$ cat src/rtl/cpu_program_sequencer_pkg.sv
// Shared definitions for the program sequencer: opcodes, FSM encoding and
// instruction field positions.
package cpu_program_sequencer_pkg;

  typedef enum logic [2:0] {
    S_IDLE, S_FETCH, S_DECODE, S_FETCH_IMM, S_ISSUE, S_EXEC, S_HALTED, S_ERROR
  } seq_state_e;

  localparam int OP_HI = 15;
  localparam int OP_LO = 13;
  localparam int X_HI  = 12;
  localparam int X_LO  = 10;
  localparam int Y_HI  = 9;
  localparam int Y_LO  = 7;

  localparam logic [2:0] OP_MV   = 3'b000;
  localparam logic [2:0] OP_MVI  = 3'b001;
  localparam logic [2:0] OP_ADD  = 3'b010;
  localparam logic [2:0] OP_SUB  = 3'b011;
  localparam logic [2:0] OP_HALT = 3'b111;

  function automatic logic [2:0] opcode(input logic [15:0] w);
    return w[OP_HI:OP_LO];
  endfunction

endpackage

$ cat src/rtl/cpu_program_sequencer_watchdog.sv
// seq_watchdog: clearable/loadable cycle counter that flags the enabled cycle
// on which the count reaches its limit.
module seq_watchdog #(
  parameter int W = 4
) (
  input  logic         clk_i,
  input  logic         reset_i,
  input  logic         clr_i,
  input  logic         load_i,
  input  logic [W-1:0] load_val_i,
  input  logic         en_i,
  input  logic [W-1:0] limit_i,
  output logic         expired_o
);

  logic [W-1:0] cnt_q, cnt_d;

  always_ff @(posedge clk_i or posedge reset_i) begin
    if (reset_i) cnt_q <= '0;
    else         cnt_q <= cnt_d;
  end

  always_comb begin
    cnt_d = cnt_q;
    if (clr_i)                       cnt_d = '0;
    else if (load_i)                 cnt_d = load_val_i;
    else if (en_i && (cnt_q != '1))  cnt_d = cnt_q + W'(1);
  end

  // Expires on the limit-th enabled cycle counted since the last clear.
  assign expired_o = en_i && (cnt_q >= (limit_i - W'(1)));

endmodule

$ cat src/rtl/cpu_program_sequencer.sv
// Fetches instructions (and mvi immediates) from a synchronous ROM and feeds
// them to the bus CPU, with start/halt/abort control and a done watchdog.
module cpu_program_sequencer
  import cpu_program_sequencer_pkg::*;
#(
  parameter int ADDR_W  = 8,
  parameter int TIMEOUT = 4
) (
  input  logic              clk_i,
  input  logic              reset_i,
  input  logic              start_i,
  input  logic [ADDR_W-1:0] start_addr_i,
  input  logic              abort_i,
  output logic              mem_rd_o,
  output logic [ADDR_W-1:0] mem_addr_o,
  input  logic [15:0]       mem_rdata_i,
  output logic              cpu_run_o,
  output logic [15:0]       cpu_din_o,
  input  logic              cpu_done_i,
  output logic              busy_o,
  output logic              halted_o,
  output logic              error_o,
  output logic [ADDR_W-1:0] pc_o,
  output logic [15:0]       instr_count_o
);

  localparam logic [ADDR_W-1:0] ONE = ADDR_W'(1);
  localparam logic [ADDR_W-1:0] TWO = ADDR_W'(2);

  seq_state_e        state_q, state_d;
  logic [ADDR_W-1:0] pc_q, pc_d;
  logic [15:0]       cnt_q, cnt_d;
  logic [15:0]       instr_q, instr_d;
  logic [15:0]       imm_q, imm_d;
  logic              run_q, run_d;
  logic [15:0]       din_q, din_d;
  logic              wd_clr, wd_en, wd_exp;
  logic              mvi_q, mvi_d;

  seq_watchdog #(.W(4)) u_wd (
    .clk_i      (clk_i),
    .reset_i    (reset_i),
    .clr_i      (wd_clr),
    .load_i     (1'b0),
    .load_val_i (4'd0),
    .en_i       (wd_en),
    .limit_i    (4'(TIMEOUT)),
    .expired_o  (wd_exp)
  );

  always_ff @(posedge clk_i or posedge reset_i) begin
    if (reset_i) begin
      state_q <= S_IDLE;
      pc_q    <= '0;
      cnt_q   <= '0;
      instr_q <= '0;
      imm_q   <= '0;
      run_q   <= 1'b0;
      din_q   <= '0;
    end else begin
      state_q <= state_d;
      pc_q    <= pc_d;
      cnt_q   <= cnt_d;
      instr_q <= instr_d;
      imm_q   <= imm_d;
      run_q   <= run_d;
      din_q   <= din_d;
    end
  end

  assign mvi_q = (opcode(instr_q) == OP_MVI);
  assign mvi_d = (opcode(instr_d) == OP_MVI);

  always_comb begin
    state_d    = state_q;
    pc_d       = pc_q;
    cnt_d      = cnt_q;
    instr_d    = instr_q;
    imm_d      = imm_q;
    mem_rd_o   = 1'b0;
    mem_addr_o = pc_q;
    wd_clr     = 1'b0;
    wd_en      = 1'b0;

    case (state_q)
      S_IDLE, S_HALTED, S_ERROR: begin
        // abort outranks a simultaneous start
        if (start_i && !abort_i) begin
          state_d = S_FETCH;
          pc_d    = start_addr_i;
          cnt_d   = '0;
        end
      end
      S_FETCH: begin
        mem_rd_o = 1'b1;
        state_d  = abort_i ? S_IDLE : S_DECODE;
      end
      S_DECODE: begin
        instr_d = mem_rdata_i;
        if (abort_i) begin
          state_d = S_IDLE;
        end else begin
          case (opcode(mem_rdata_i))
            OP_MVI: begin
              mem_rd_o   = 1'b1;
              mem_addr_o = pc_q + ONE;
              state_d    = S_FETCH_IMM;
            end
            OP_HALT:                state_d = S_HALTED;
            OP_MV, OP_ADD, OP_SUB:  state_d = S_ISSUE;
            default:                state_d = S_ERROR;
          endcase
        end
      end
      S_FETCH_IMM: begin
        imm_d   = mem_rdata_i;
        state_d = abort_i ? S_IDLE : S_ISSUE;
      end
      S_ISSUE: begin
        wd_clr  = 1'b1;
        state_d = S_EXEC;
      end
      S_EXEC: begin
        wd_en = 1'b1;
        if (cpu_done_i) begin
          pc_d    = pc_q + (mvi_q ? TWO : ONE);
          cnt_d   = (cnt_q == 16'hFFFF) ? cnt_q : cnt_q + 16'd1;
          state_d = abort_i ? S_IDLE : S_FETCH;
        end else if (wd_exp) begin
          state_d = S_ERROR;
        end
      end
      default: state_d = S_IDLE;
    endcase
  end

  // CPU-facing outputs are registered from the next state so cpu_done never
  // reaches them combinationally.
  always_comb begin
    run_d = (state_d == S_ISSUE);
    din_d = '0;
    if (state_d == S_ISSUE)     din_d = instr_d;
    else if (state_d == S_EXEC) din_d = mvi_d ? imm_d : instr_d;
  end

  assign cpu_run_o     = run_q;
  assign cpu_din_o     = din_q;
  assign busy_o        = !(state_q inside {S_IDLE, S_HALTED, S_ERROR});
  assign halted_o      = (state_q == S_HALTED);
  assign error_o       = (state_q == S_ERROR);
  assign pc_o          = pc_q;
  assign instr_count_o = cnt_q;

endmodule

$ cat config.mk
export PLATFORM = sky130hd
export DESIGN_NAME = cpu_program_sequencer
export DESIGN_NICKNAME = d
export VERILOG_FILES = /design/src/rtl/cpu_program_sequencer_pkg.sv /design/src/rtl/cpu_program_sequencer_watchdog.sv /design/src/rtl/cpu_program_sequencer.sv
export SDC_FILE = /design/constraint.sdc
export NUM_CORES = 1
export LEC_CHECK = 0
export ABC_AREA = 0
export CAP_MARGIN = 20
export CORE_UTILIZATION = 56
export DETAILED_ROUTE_END_ITERATION = 10
export PLACE_DENSITY = 0.86
export REMOVE_ABC_BUFFERS = 1
export SETUP_SLACK_MARGIN = 0.2
export SLEW_MARGIN = 40
export SYNTH_ARGS = -nofsm -noshare
export SYNTH_HDL_FRONTEND = slang
export SYNTH_SLANG_ARGS = --single-unit
$ cat constraint.sdc
create_clock -name clk_i -period 8.2 [get_ports clk_i]
set_clock_uncertainty 0.15 [all_clocks]
set_input_delay 2.46 -clock clk_i [delete_from_list [all_inputs] [get_ports clk_i]]
set_output_delay 2.46 -clock clk_i [all_outputs]
set_load 0.005 [all_outputs]
After elaboration in Yosys (flattened, before gate mapping)
Index checks and enable logic that the tools add are counted.
Widths: inputs -> output; s select.
{"block": "word_totals", "regBits": 80, "out_inout_bits": 53, "word_cells": 79}
{"block": "op_classes", "addsub": 4, "n_lt_le_gt_ge": 1, "eq_ne": 20, "n_mux": 32, "n_reduce_logical": 14}
{"cell": "$mux 16", "count": 8}
{"cell": "$mux 8", "count": 5}
{"cell": "$pmux 16 s2", "count": 1}
{"cell": "$eq 3x3->1 const B", "count": 7}
{"cell": "$pmux 3 s6", "count": 1}
{"cell": "$add 16x1->16 const B", "count": 1}
{"cell": "$eq 16x16->1 const B", "count": 1}
{"cell": "$pmux 8 s2", "count": 1}
{"cell": "$mux 3", "count": 5}
{"cell": "$eq 3x1->1 const B", "count": 4}
{"cell": "$eq 3x2->1 const B", "count": 4}
{"cell": "$pmux 3 s3", "count": 1}
{"cell": "$add 8x1->8 const B", "count": 1}
{"cell": "$add 8x2->8", "count": 1}
{"cell": "$mux 4", "count": 2}
{"cell": "$logic_not 3->1", "count": 2}
{"cell": "$ne 2x2->1 const B", "count": 3}
{"cell": "$reduce_or 3->1", "count": 2}
{"cell": "$mux 1", "count": 5}
{"cell": "$add 4x1->4 const B", "count": 1}
{"cell": "$ge 4x2->1 const B", "count": 1}
{"cell": "$mux 2", "count": 2}
{"cell": "$ne 4x4->1 const B", "count": 1}
{"cell": "$reduce_and 4->1", "count": 1}
{"cell": "other kinds (6)", "count": 10}

Depth between registers and ports, before layout
{"block": "depth", "depth_word": 9, "ltp_mapped": 10, "mapped_depth_nobuf": 10}

Modules after synthesis
From an unflattened synthesis, not the netlist that was laid out.
{"block": "unflattened", "hier_cells": 428, "area_unflattened_um2": 4300.4}
{"module": "cpu_program_sequencer", "instances": 1, "cells_each": 384, "area_each_um2": 3936.3, "seq_area_each_um2": 1901.8}
{"module": "seq_watchdog", "instances": 1, "cells_each": 44, "area_each_um2": 364.1, "seq_area_each_um2": 100.1}

Worst setup path after synthesis
No wires, ideal clock.
{"block": "synth_timing", "path_kind": "input -> output", "start": "in mem_rdata_i[15]", "end": "out mem_addr_o[5]", "t_arrival_ns": 3.548, "path_slack_ns": 2.042, "path_stages": 5, "path_buffers": 0, "cell_sequence": "nand2b_1 > nor4b_4 > nand4_1 > nor2_1 > xor2_1"}
{"block": "synth_between", "elab_chain_len": 4}
{"element": "from (decl)", "line_no": "cpu_program_sequencer.sv:16", "source": "input logic [15:0] mem_rdata_i,"}
{"element": "$eq 3x1->1", "line_no": "cpu_program_sequencer.sv:103", "source": "case (opcode(mem_rdata_i))"}
{"element": "$mux 8", "line_no": "cpu_program_sequencer.sv:103"}
{"element": "$mux 8", "line_no": "cpu_program_sequencer.sv:100", "source": "if (abort_i) begin"}
{"element": "$mux 8", "line_no": "cpu_program_sequencer.sv:85", "source": "case (state_q)"}
{"element": "to (decl)", "line_no": "cpu_program_sequencer.sv:15", "source": "output logic [ADDR_W-1:0] mem_addr_o,"}
Every way passes these cells.

Worst setup path in the final report
{"block": "layout_timing", "start": "in mem_rdata_i[13]", "end": "out mem_addr_o[7]"}
The elaborated chain is that of the path after synthesis.

==> metrics.csv <==
metric,value,unit
Worst VDD drop,0.207,mV
layout cells sized above 1,13.8,%
CTS Sinks,80,
Worst-path clk slew,0.08,ns
fin nets,515,
first-pass GRT wire length,16000,um
GRT Total Usage,27.4,%
Setup Buffers After CTS,0,
Die H,87.7,um
die width,87.7,um
CP startpoint,mem_rdata_i[13],
largest net degree at the start of global routing,81,
number of synthesized flops with an enable pin,0,
# placed instances,564,
sw frac,37.8,%
crit path to,mem_addr_o[7],
R2R depth,6,
DRT iter0 DRCs,241,
final hold violation count,0,
Port Buffers,81,
clock share of power,19.4,%
register area share after synthesis,48.7,%
Gate power share,44.0,%
Crit Path Class,primary input to output port,
outcome,"complete, no violations",
CTS resizes,0,
design area,5220,um^2
crit path launch type,primary input,
final worst slack,0.866,ns
Yosys cell types,54,
antenna cells,0,
drt first pass iters,4,
Max Clock Freq,0.136,GHz
CTS tree,built,
drc violations,0,
Initial Util,59.2,%
Tcrit/Tclk final,89.4,%
Critical Path AT,4.72,ns
DR WL/cell,16.7,um
clk buf depth,2,
P per Cell Area,335,nW/um^2
Hold WS,0.349,ns
cell count after synthesis,406,
# fillers,477,
Seq cells post-synth,80,
H-tree lvl count,3,
Routed WL,9700,um
Int Power,0.00109,W
relative slew slack,51.6,%
Placement Setup Slack,0.923,ns
"setup slack, reg-to-reg",5.41,ns
ys async rst share,100,%
Setup crit end kind,output port,
"Max FO, Critical Path",8,
Post-Syn Area per Cell,10.1,um^2
P_sw,0.000660,W
max capacitance violation total,0,
Hold Path Class,flop to flop,
worst-skew pair later-pin latency,0.36,ns
worst slew pin tran,0.725,ns
ANT nets after route,0,
vias per std cell,6.00,
R2R Path Start,state_q[2],
# IOs,82,
Layout Area Growth over Synthesis,26.8,%
Synth area leaders,"dfrtp_1 49%, mux2_2 7.9%, a21oi_1 4.3%",
RSZ-0062 raised after global routing,no,
Final Max Slew Viols,0,
final setup vio count,0,
"Req. time, crit path",5.59,ns
"area leader, netlist",dfrtp_1,
vias after detailed routing,3478,
post-DP HPWL,6500,um
post-synthesis instance area,4110,um^2
placed cell areas,4980,um^2
vias in the first global route,3425,
clk root buf,clkbuf_8,
Final TNS setup,0,ns
share of the synthesized area in the top cell type,48.7,%
gr ovfl total,0,
FP Rows,30,
initial antenna violation count,0,
Finished Layout Cells,580,
cts hold-fix bufs,0,
clock buffer count from CTS,9,
worst r2r dst,instr_count_o[9],
core area,6940,um^2
minimum clock period after layout,7.33,ns
Leak,2.11,nW
Reg power frac,36.5,%
gpl congestion,0.782,
Yosys warnings,0,
die area,7690,um^2
Main synth FF type,dfrtp_1,
[kinds of logic after synthesis]
family,Yosys count,synth area share (%)
AO/OA/AOI/OAI,95,14.8
multiplexers,33,8.91
buffers and inverters,38,4.23
XOR/XNOR,8,1.70
AND/OR/NAND/NOR,145,19.4
flip-flops,80,48.7
adder cells (fa/ha/maj),7,2.31
[power groups by stage]
stage	registers (W)	clock network (W)	logic [W]
after floorplan	0.000621	0	0.000458
after global placement	0.000637	0	0.000733
after detailed placement	0.000644	0	0.000764
after CTS	0.000636	0.000344	0.000769
after global routing	0.000655	0.000363	0.000848
final	0.000637	0.000339	0.000769
[state kept, by name, indices dropped and copies added (netlist names)]
signal / count
instr_q: 16
state_q: 3
imm_q: 16
instr_count_o: 16
cpu_run_o: 1
cpu_din_o: 16
u_wd.cnt_q: 4
pc_o: 8
[synthesized netlist by cell type (all sizes together), types with 2 or more instances]
cell / n
dfrtp: 80
a21oi: 35
nor3: 33
mux2: 29
nand2: 25
nor2: 22
buf: 19
o21ai: 18
o31ai: 15
inv: 11
nand3: 10
clkbuf: 8
or4: 8
ha: 6
nand2b: 6
nand4: 6
nor2b: 6
and3: 5
and2: 4
mux2i: 4
o41ai: 4
xnor2: 4
xor2: 4
a211oi: 3
a31oi: 3
and4: 3
nand3b: 3
nor3b: 3
nor4b: 3
o22ai: 3
or2: 3
or3: 3
a41oi: 2
o211ai: 2
o21bai: 2
o2bb2ai: 2
[final cells by class]
cell class                 instances  area [um^2]  share of cell area (%)
tap                               96          120                    2.30
sequential                        80         2000                    38.4
inverter                          11         41.3                   0.791
timing repair buffer              89          873                    16.7
clock inverter                     7          111                    2.13
clock buffer                       9          124                    2.37
multi-input combinational        288         1950                    37.3
[worst min path at each step]
stage | cells past startpoint | from | slack [ns] | end
final | 1 | imm_q[10] | 0.35 | imm_q[10]
after CTS | 1 | imm_q[10] | 0.35 | imm_q[10]
after global placement | 1 | imm_q[0] | 0.33 | imm_q[0]
after floorplan | 2 | imm_q[15] | 0.31 | imm_q[15]
after detailed placement | 1 | imm_q[10] | 0.33 | imm_q[10]
after global routing | 1 | imm_q[10] | 0.37 | imm_q[10]
[layout by cell type (no fill, tap or decap), types with 8 or more instances in the layout]
master / netlist / layout
o31ai_1: 15 / 15
mux2_2: 29 / 29
clkbuf_8: 0 / 9
or4_1: 8 / 8
clkdlybuf4s50_1: 0 / 81
nand2_1: 25 / 24
o21ai_0: 16 / 16
nor3_1: 33 / 33
inv_1: 10 / 9
nand3_1: 10 / 10
nor2_1: 22 / 22
dfrtp_1: 80 / 80
a21oi_1: 35 / 35
[per-stage QoR]
stage                     total power [W]  utilization [%]
after CTS                         0.00175             75.1
after global routing              0.00187             75.1
after detailed placement          0.00141             71.7
final                             0.00175             75.1
after global placement            0.00137             71.4
after floorplan                   0.00108                -
[routing by layer]
layer / wire length, um / up-vias / track usage [%]
li1: - / 1639 / -
met1: 4150 / 1706 / 34.0
met2: 4890 / 120 / 45.9
met3: 539 / 13 / 7.07
met4: 118 / 0 / 10.7
met5: 0 / - / 0
[worst max-delay path, stage by stage]
cell	delay, ns
clkdlybuf4s50_1	0.60
nand2b_1	0.15
nor4b_4	0.26
buf_4	0.20
nand4_1	0.17
nor2_1	0.17
xor2_1	0.18
clkdlybuf4s50_1	0.52
(Power assumes the default switching activity.)
